$ cat src/rtl/battleship_pkg.sv
// battleship_pkg
// Shared types and constants for the battleship turn sequencing logic.
// Holds the turn FSM state enum, the game constants, and small helper
// functions for coordinate range checks and saturating accumulation.
package battleship_pkg;

  // Turn FSM states.
  typedef enum logic [1:0] {
    ST_IDLE  = 2'd0,
    ST_CHECK = 2'd1,
    ST_SCORE = 2'd2,
    ST_OVER  = 2'd3
  } state_t;

  localparam logic [4:0] SHIP_CELLS = 5'd19;
  localparam logic [1:0] BIG_BOMBS  = 2'd2;
  localparam logic [3:0] COORD_MIN  = 4'd1;
  localparam logic [3:0] COORD_MAX  = 4'd10;
  localparam logic [6:0] SHOTS_MAX  = 7'd99;
  localparam logic [4:0] HITS_MAX   = 5'd31;

  // True when a board coordinate lies on the 1..10 playing field.
  function automatic logic coord_ok(input logic [3:0] c);
    return (c >= COORD_MIN) && (c <= COORD_MAX);
  endfunction

  // Adds this shot's hit count to the running total, clamping at HITS_MAX.
  function automatic logic [4:0] add_hits_sat(input logic [4:0] total,
                                              input logic [3:0] num);
    logic [5:0] sum;
    sum = {1'b0, total} + {2'b00, num};
    if (sum > {1'b0, HITS_MAX}) begin
      return HITS_MAX;
    end else begin
      return sum[4:0];
    end
  endfunction

endpackage

$ cat src/rtl/rise_detect.sv
// rise_detect
// Converts a level into a single registered pulse on its rising edge.
// The pulse is only produced once the level has been seen low after reset,
// so a level held high through reset release does not count as an edge.
// Ports:
//   i_clk    rising-edge clock
//   i_rst_n  synchronous active-low reset
//   i_level  input level (debounced key)
//   o_pulse  one-cycle registered pulse, one cycle after the rising edge
module rise_detect (
  input  logic i_clk,
  input  logic i_rst_n,
  input  logic i_level,
  output logic o_pulse
);

  logic r_prev;
  logic r_armed;
  logic r_pulse;

  // Previous-value register, low-seen arming flag and registered edge pulse.
  always_ff @(posedge i_clk) begin
    if (!i_rst_n) begin
      r_prev  <= 1'b0;
      r_armed <= 1'b0;
      r_pulse <= 1'b0;
    end else begin
      r_prev <= i_level;
      if (!i_level) begin
        r_armed <= 1'b1;
      end else begin
        r_armed <= r_armed;
      end
      r_pulse <= i_level & ~r_prev & r_armed;
    end
  end

  assign o_pulse = r_pulse;

endmodule

$ cat src/rtl/turn_controller.sv
// turn_controller
// Sequences one battleship turn per key press: captures the player's
// coordinate, validates it, lets the external combinational scorer evaluate
// the registered coordinate, and latches the result and running counters.
// Ports:
//   clock, reset_L                    clock and synchronous active-low reset
//   score_this                        key level (one request per rising edge)
//   x_in, y_in, big_in                player coordinate and big-bomb switch
//   is_hit, is_near_miss, is_miss,
//   biggest_ship, num_hit             scorer results for x_q/y_q/big_q
//   x_q, y_q, big_q                   registered shot presented to the scorer
//   hit_o, near_miss_o, miss_o,
//   biggest_o, last_hits              latched results of last accepted shot
//   something_wrong                   last request was rejected
//   big_left, total_hits, shots       game counters
//   result_valid                      one-cycle pulse when results update
//   game_over                         every ship cell has been hit
module turn_controller
  import battleship_pkg::*;
(
  input  logic       clock,
  input  logic       reset_L,
  input  logic       score_this,
  input  logic [3:0] x_in,
  input  logic [3:0] y_in,
  input  logic       big_in,
  input  logic       is_hit,
  input  logic       is_near_miss,
  input  logic       is_miss,
  input  logic [4:0] biggest_ship,
  input  logic [3:0] num_hit,
  output logic [3:0] x_q,
  output logic [3:0] y_q,
  output logic       big_q,
  output logic       hit_o,
  output logic       near_miss_o,
  output logic       miss_o,
  output logic [4:0] biggest_o,
  output logic [3:0] last_hits,
  output logic       something_wrong,
  output logic [1:0] big_left,
  output logic [4:0] total_hits,
  output logic [6:0] shots,
  output logic       result_valid,
  output logic       game_over
);

  logic       w_req;
  logic       w_reject;
  logic [4:0] w_total_next;

  state_t     r_state;
  logic [3:0] r_x_q;
  logic [3:0] r_y_q;
  logic       r_big_q;
  logic       r_hit;
  logic       r_near_miss;
  logic       r_miss;
  logic [4:0] r_biggest;
  logic [3:0] r_last_hits;
  logic       r_something_wrong;
  logic [1:0] r_big_left;
  logic [4:0] r_total_hits;
  logic [6:0] r_shots;
  logic       r_result_valid;
  logic       r_game_over;

  rise_detect u_rise_detect (
    .i_clk   (clock),
    .i_rst_n (reset_L),
    .i_level (score_this),
    .o_pulse (w_req)
  );

  // A shot is refused when off the board or asking for a bomb we no longer have.
  assign w_reject = !coord_ok(r_x_q) || !coord_ok(r_y_q) ||
                    (r_big_q && (r_big_left == 2'd0));

  assign w_total_next = add_hits_sat(r_total_hits, num_hit);

  // Turn FSM with all results and counters registered alongside it.
  always_ff @(posedge clock) begin
    if (!reset_L) begin
      r_state           <= ST_IDLE;
      r_x_q             <= 4'd0;
      r_y_q             <= 4'd0;
      r_big_q           <= 1'b0;
      r_hit             <= 1'b0;
      r_near_miss       <= 1'b0;
      r_miss            <= 1'b0;
      r_biggest         <= 5'd0;
      r_last_hits       <= 4'd0;
      r_something_wrong <= 1'b0;
      r_big_left        <= BIG_BOMBS;
      r_total_hits      <= 5'd0;
      r_shots           <= 7'd0;
      r_result_valid    <= 1'b0;
      r_game_over       <= 1'b0;
    end else begin
      r_result_valid <= 1'b0;
      case (r_state)
        ST_IDLE: begin
          // Pulses arriving in any other state simply fall away here.
          if (w_req) begin
            r_x_q   <= x_in;
            r_y_q   <= y_in;
            r_big_q <= big_in;
            r_state <= ST_CHECK;
          end else begin
            r_state <= ST_IDLE;
          end
        end
        ST_CHECK: begin
          if (w_reject) begin
            r_something_wrong <= 1'b1;
            r_state           <= ST_IDLE;
          end else begin
            r_something_wrong <= 1'b0;
            r_state           <= ST_SCORE;
          end
        end
        ST_SCORE: begin
          r_hit          <= is_hit;
          r_near_miss    <= is_near_miss;
          r_miss         <= is_miss;
          r_biggest      <= biggest_ship;
          r_last_hits    <= num_hit;
          r_total_hits   <= w_total_next;
          r_result_valid <= 1'b1;
          if (r_shots < SHOTS_MAX) begin
            r_shots <= r_shots + 7'd1;
          end else begin
            r_shots <= SHOTS_MAX;
          end
          if (r_big_q) begin
            r_big_left <= r_big_left - 2'd1;
          end else begin
            r_big_left <= r_big_left;
          end
          if (w_total_next >= SHIP_CELLS) begin
            r_game_over <= 1'b1;
            r_state     <= ST_OVER;
          end else begin
            r_state <= ST_IDLE;
          end
        end
        ST_OVER: begin
          r_game_over <= 1'b1;
          r_state     <= ST_OVER;
        end
        default: begin
          r_state <= ST_IDLE;
        end
      endcase
    end
  end

  assign x_q             = r_x_q;
  assign y_q             = r_y_q;
  assign big_q           = r_big_q;
  assign hit_o           = r_hit;
  assign near_miss_o     = r_near_miss;
  assign miss_o          = r_miss;
  assign biggest_o       = r_biggest;
  assign last_hits       = r_last_hits;
  assign something_wrong = r_something_wrong;
  assign big_left        = r_big_left;
  assign total_hits      = r_total_hits;
  assign shots           = r_shots;
  assign result_valid    = r_result_valid;
  assign game_over       = r_game_over;

endmodule

$ cat config.mk
export PLATFORM = sky130hd
export DESIGN_NAME = turn_controller
export DESIGN_NICKNAME = d
export VERILOG_FILES = /design/src/rtl/battleship_pkg.sv /design/src/rtl/rise_detect.sv /design/src/rtl/turn_controller.sv
export SDC_FILE = /design/constraint.sdc
export NUM_CORES = 1
export LEC_CHECK = 0
export ABC_AREA = 1
export BUFFER_PORTS_ARGS = -buffer_cell sky130_fd_sc_hd__buf_2
export CAP_MARGIN = 10
export CORE_ASPECT_RATIO = 1.75
export CORE_MARGIN = 1.5
export CORE_UTILIZATION = 42
export DETAILED_ROUTE_END_ITERATION = 8
export PLACE_DENSITY_LB_ADDON = 0.15
export SLEW_MARGIN = 20
export SYNTH_ARGS = -nofsm -noshare
export SYNTH_HDL_FRONTEND = slang
export SYNTH_HIERARCHICAL = 1
export SYNTH_SLANG_ARGS = --single-unit
$ cat constraint.sdc
create_clock -name clock -period 3.9 [get_ports clock]
set_input_delay 0.39 -clock clock [delete_from_list [all_inputs] [get_ports clock]]
set_output_delay 0.39 -clock clock [all_outputs]
set_load 0.02 [all_outputs]
==> impl_metrics.py <==
metrics = {
    "power_and_ir_drop": {
        "irDropWorstVdd_uv": 357,
        "seqPwrFrac_pct": 49.4,
        "p_clk_share_pct": 44.6,
        "p_leak_nw": 1.24,
        "internal-power_mw": 0.722,
        "totalPowerFinal_mw": 0.908,
        "p_sw_share_pct": 20.5,
        "p_comb_share_pct": 5.9,
        "cellPowerDensity_nw_per_um2": 380,
        "power_switching_mw": 0.186,
    },
    "sta": {
        "worst_slack_ns": 2.03,
        "hold_viol": 0,
        "fin_skew_ns": 0.00669,
        "finalMaxSlewViolations": 0,
        "fin_crit_ns": 1.87,
        "rsz0062_at_grt": "false",
        "setup_tns_ns": 0,
        "setup-violations-final": 0,
        "slew_headroom_pct": 62.2,
        "fmaxAchievable_ghz": 0.535,
        "worst_slew_pin_slew_ns": 0.568,
        "period_share_pct": 47.9,
    },
    "synthesis": {
        "synth_area_leaders": "dfxtp_1, nor2_1, o21ai_0, inv_1, nand2_1",
        "yosysWarnings": 6,
        "synth_area_um2": 1940,
        "netlist-cell-type-count": 31,
        "synthCells": 253,
        "synth_top_area_share_pct": 44.4,
        "synth_top_family_by_area": "simple AND/OR/NAND/NOR gates",
        "syn_area_per_cell_um2": 7.66,
        "synth_compound_area_share_pct": 15.0,
        "synth_top_area_cell": "dfxtp_1",
        "syn_nets": 284,
        "synth_seq_cells": 43,
        "synthMuxAreaShare_pct": 0,
        "synth-xor-area-share_pct": 0.452,
        "yosys.area_share.simple_pct": 26.3,
        "ys_seq_area_share_pct": 44.4,
        "synth_adder_area_share_pct": 4.91,
    },
    "hold_path": {
        "hold_class": "input port to flop",
        "hold_start": "score_this",
    },
    "route": {
        "dr.pass1.iters": 4,
        "wirelength_um": 4370,
        "ant_nets": 0,
        "viasPerCell": 4.96,
        "post_drt_wl_per_cell_um": 12.0,
        "vias": 1811,
        "drc_errors": 0,
        "drt_iter0_markers": 35,
    },
    "worst_setup_path": {
        "crit_top_cell": "nand2_1",
        "cp_max_fo": 3,
        "cp_top_family": "adder cells",
        "cpPeakStageDelay_ns": 0.38,
        "end_kind": "flop",
        "timing.critical_path.buf_inv": 3,
        "path_cells": "ha_1 -> inv_1 -> fa_1 -> inv_1 -> nand3_1 -> nand2_1 -> nand2_1 -> nand2_1 -> a21oi_4 -> nand2_2 -> nand3_1 -> nand2_1 -> inv_1",
        "r2r_start": "total_hits[0]$_SDFFE_PN0P_",
        "arrival_ns": 2.07,
        "crit_type": "flop to flop",
        "cp_slowest_cell": "fa_1",
        "required_ns": 4.10,
        "crit_start": "total_hits[0]$_SDFFE_PN0P_",
        "start_kind": "flop",
    },
    "placed_design": {
        "hpwlAfterDp_um": 3240,
        "routabilityCongestion": 0.888,
        "dpl-instance-area_um2": 2260,
        "portBuffers": 61,
        "preCtsSetupSlack_ns": 1.92,
        "dpl.cell_count": 357,
    },
    "outcome": {
        "status": "finished clean",
    },
    "layout": {
        "multi_input_area_um2": 905,
        "seq_area_um2": 861,
        "final_cells": 365,
        "n_fill_cell": 468,
        "final_area_um2": 2390,
        "final_nets": 344,
        "antennaDiodeCount": 0,
        "area_delta_synth_final_pct": 23.4,
        "drive_above_1_share_pct": 26.4,
    },
    "global_routing": {
        "grt_max_degree": 36,
        "overflow": 0,
        "grt_pass1_wl_um": 6900,
        "first_global_vias": 1588,
        "grt.total_usage_pct": 18.7,
        "antenna_found_initial": 0,
    },
    "floorplan": {
        "start_util_pct": 44.0,
        "core_um2": 4400,
        "rows": 32,
        "dieArea_um2": 5050,
        "chipWidth_um": 54.4,
        "dieHeight_um": 92.9,
        "io_pins": 62,
    },
    "clock_network": {
        "post_cts_resize_count": 0,
        "postCtsSetupRepairBufs": 0,
        "clk_latency_ns": 0.29,
        "clkSinkCount": 43,
        "clockRootBuffer": "clkbuf_8",
        "cts_buffers": 5,
        "tritoncts": "yes",
        "clock_path_buffers": 2,
        "h-tree-depth": 2,
        "path_clk_slew_ns": 0.08,
        "ctsHoldBuffers": 0,
    },
    "run": {
        "maxCapViolations": 0,
    },
}
-- cell usage in the layout, fill, tap and decap left out, types with 2 or more instances in the layout --
master | synthesis | layout
buf_2 | 3 | 61
nor2_1 | 47 | 47
dfxtp_1 | 43 | 43
o21ai_0 | 33 | 33
inv_1 | 31 | 31
nand2_1 | 29 | 29
a21oi_1 | 13 | 13
nand3_1 | 11 | 11
ha_1 | 6 | 6
nand2_2 | 5 | 5
nand4_1 | 5 | 5
clkbuf_8 | 0 | 5
a31oi_1 | 4 | 4
inv_2 | 2 | 2
nor3_1 | 2 | 2
bufinv_16 | 0 | 2
-- worst register-to-register path, delay by kind of cell, from the launching register on --
| family | cells | cell delay (ns) |
|---|---|---|
| buf+inv | 3 | 0.20 |
| fa+ha+maj | 2 | 0.58 |
| compound gates | 1 | 0.06 |
| simple gates | 7 | 0.56 |
| flops | 1 | 0.37 |
-- stage by stage --
step,hold WS (ns),utilization [%]
2_1_floorplan,0.417,-
3_3_place_gp,0.437,51.3
3_5_place_dp,0.432,51.3
4_1_cts,0.282,54.3
5_1_grt,0.275,54.3
6_report,0.287,54.3
-- synth_stat cells (all sizes together) --
cell and instances:
nor2 48, dfxtp 43, nand2 35, inv 33, o21ai 33, a21oi 14, nand3 11, buf 6
ha 6, nand4 5, a31oi 4, nor3 4, clkbuf 2, a41oi 1, and3 1, fa 1
nand3b 1, nor3b 1, nor4 1, o211a 1, or2 1, xnor2 1
-- power by group through the flow --
stage	Clock, mW	Sequential (mW)	Combinational (mW)
2_1_floorplan	0	0.464	0.0271
3_3_place_gp	0	0.459	0.0539
3_5_place_dp	0	0.459	0.0542
4_1_cts	0.418	0.449	0.0546
5_1_grt	0.442	0.450	0.0610
6_report	0.406	0.449	0.0540
-- flip-flops by register name, indices dropped and copies added, names as in the netlist --
register,cells
big_left,2
big_q,1
biggest_o,5
game_over,1
hit_o,1
last_hits,4
miss_o,1
near_miss_o,1
r_state,2
result_valid,1
shots,7
something_wrong,1
total_hits,5
u_rise_detect/o_pulse,1
u_rise_detect/r_armed,1
u_rise_detect/r_prev,1
x_q,4
y_q,4
-- worst paths after layout --
path / depth (start not counted) / end / slack, ns
max reg2reg: 13 / r_state[0]$_SDFF_PN0_ / 2.03
max: 13 / r_state[0]$_SDFF_PN0_ / 2.03
min reg2reg: 2 / u_rise_detect/o_pulse$_SDFF_PN0_ / 0.43
min: 2 / u_rise_detect/r_armed$_SDFFE_PN0N_ / 0.29
-- area by class of cell --
cell class	instances	area share [%]
clock buffers	6	3.04
clock inverters	2	2.51
inverters	33	5.18
multi-input cells	169	37.8
flip-flops and latches	43	36.0
well taps	51	2.67
repair buffers	61	12.8
-- metal layers --
| layer | share of wire [%] | wire, µm | global-route usage [%] |
|---|---|---|---|
| met5 | 0 | 0 | 0 |
| met4 | 2.6 | 115 | 10.2 |
| met3 | 4.4 | 192 | 3.39 |
| met2 | 53 | 2330 | 32.6 |
| met1 | 40 | 1730 | 19.9 |
-- cells by family (layout without fill, tap and decap cells) --
group	after synthesis	count (layout)
AND/OR/NAND/NOR	108	108
AO/OA/AOI/OAI	53	53
flip-flops	43	43
buffers and inverters	41	102
adder cells (fa/ha/maj)	7	7
XOR/XNOR	1	1
No activity file was read; power rests on OpenSTA's default activity.
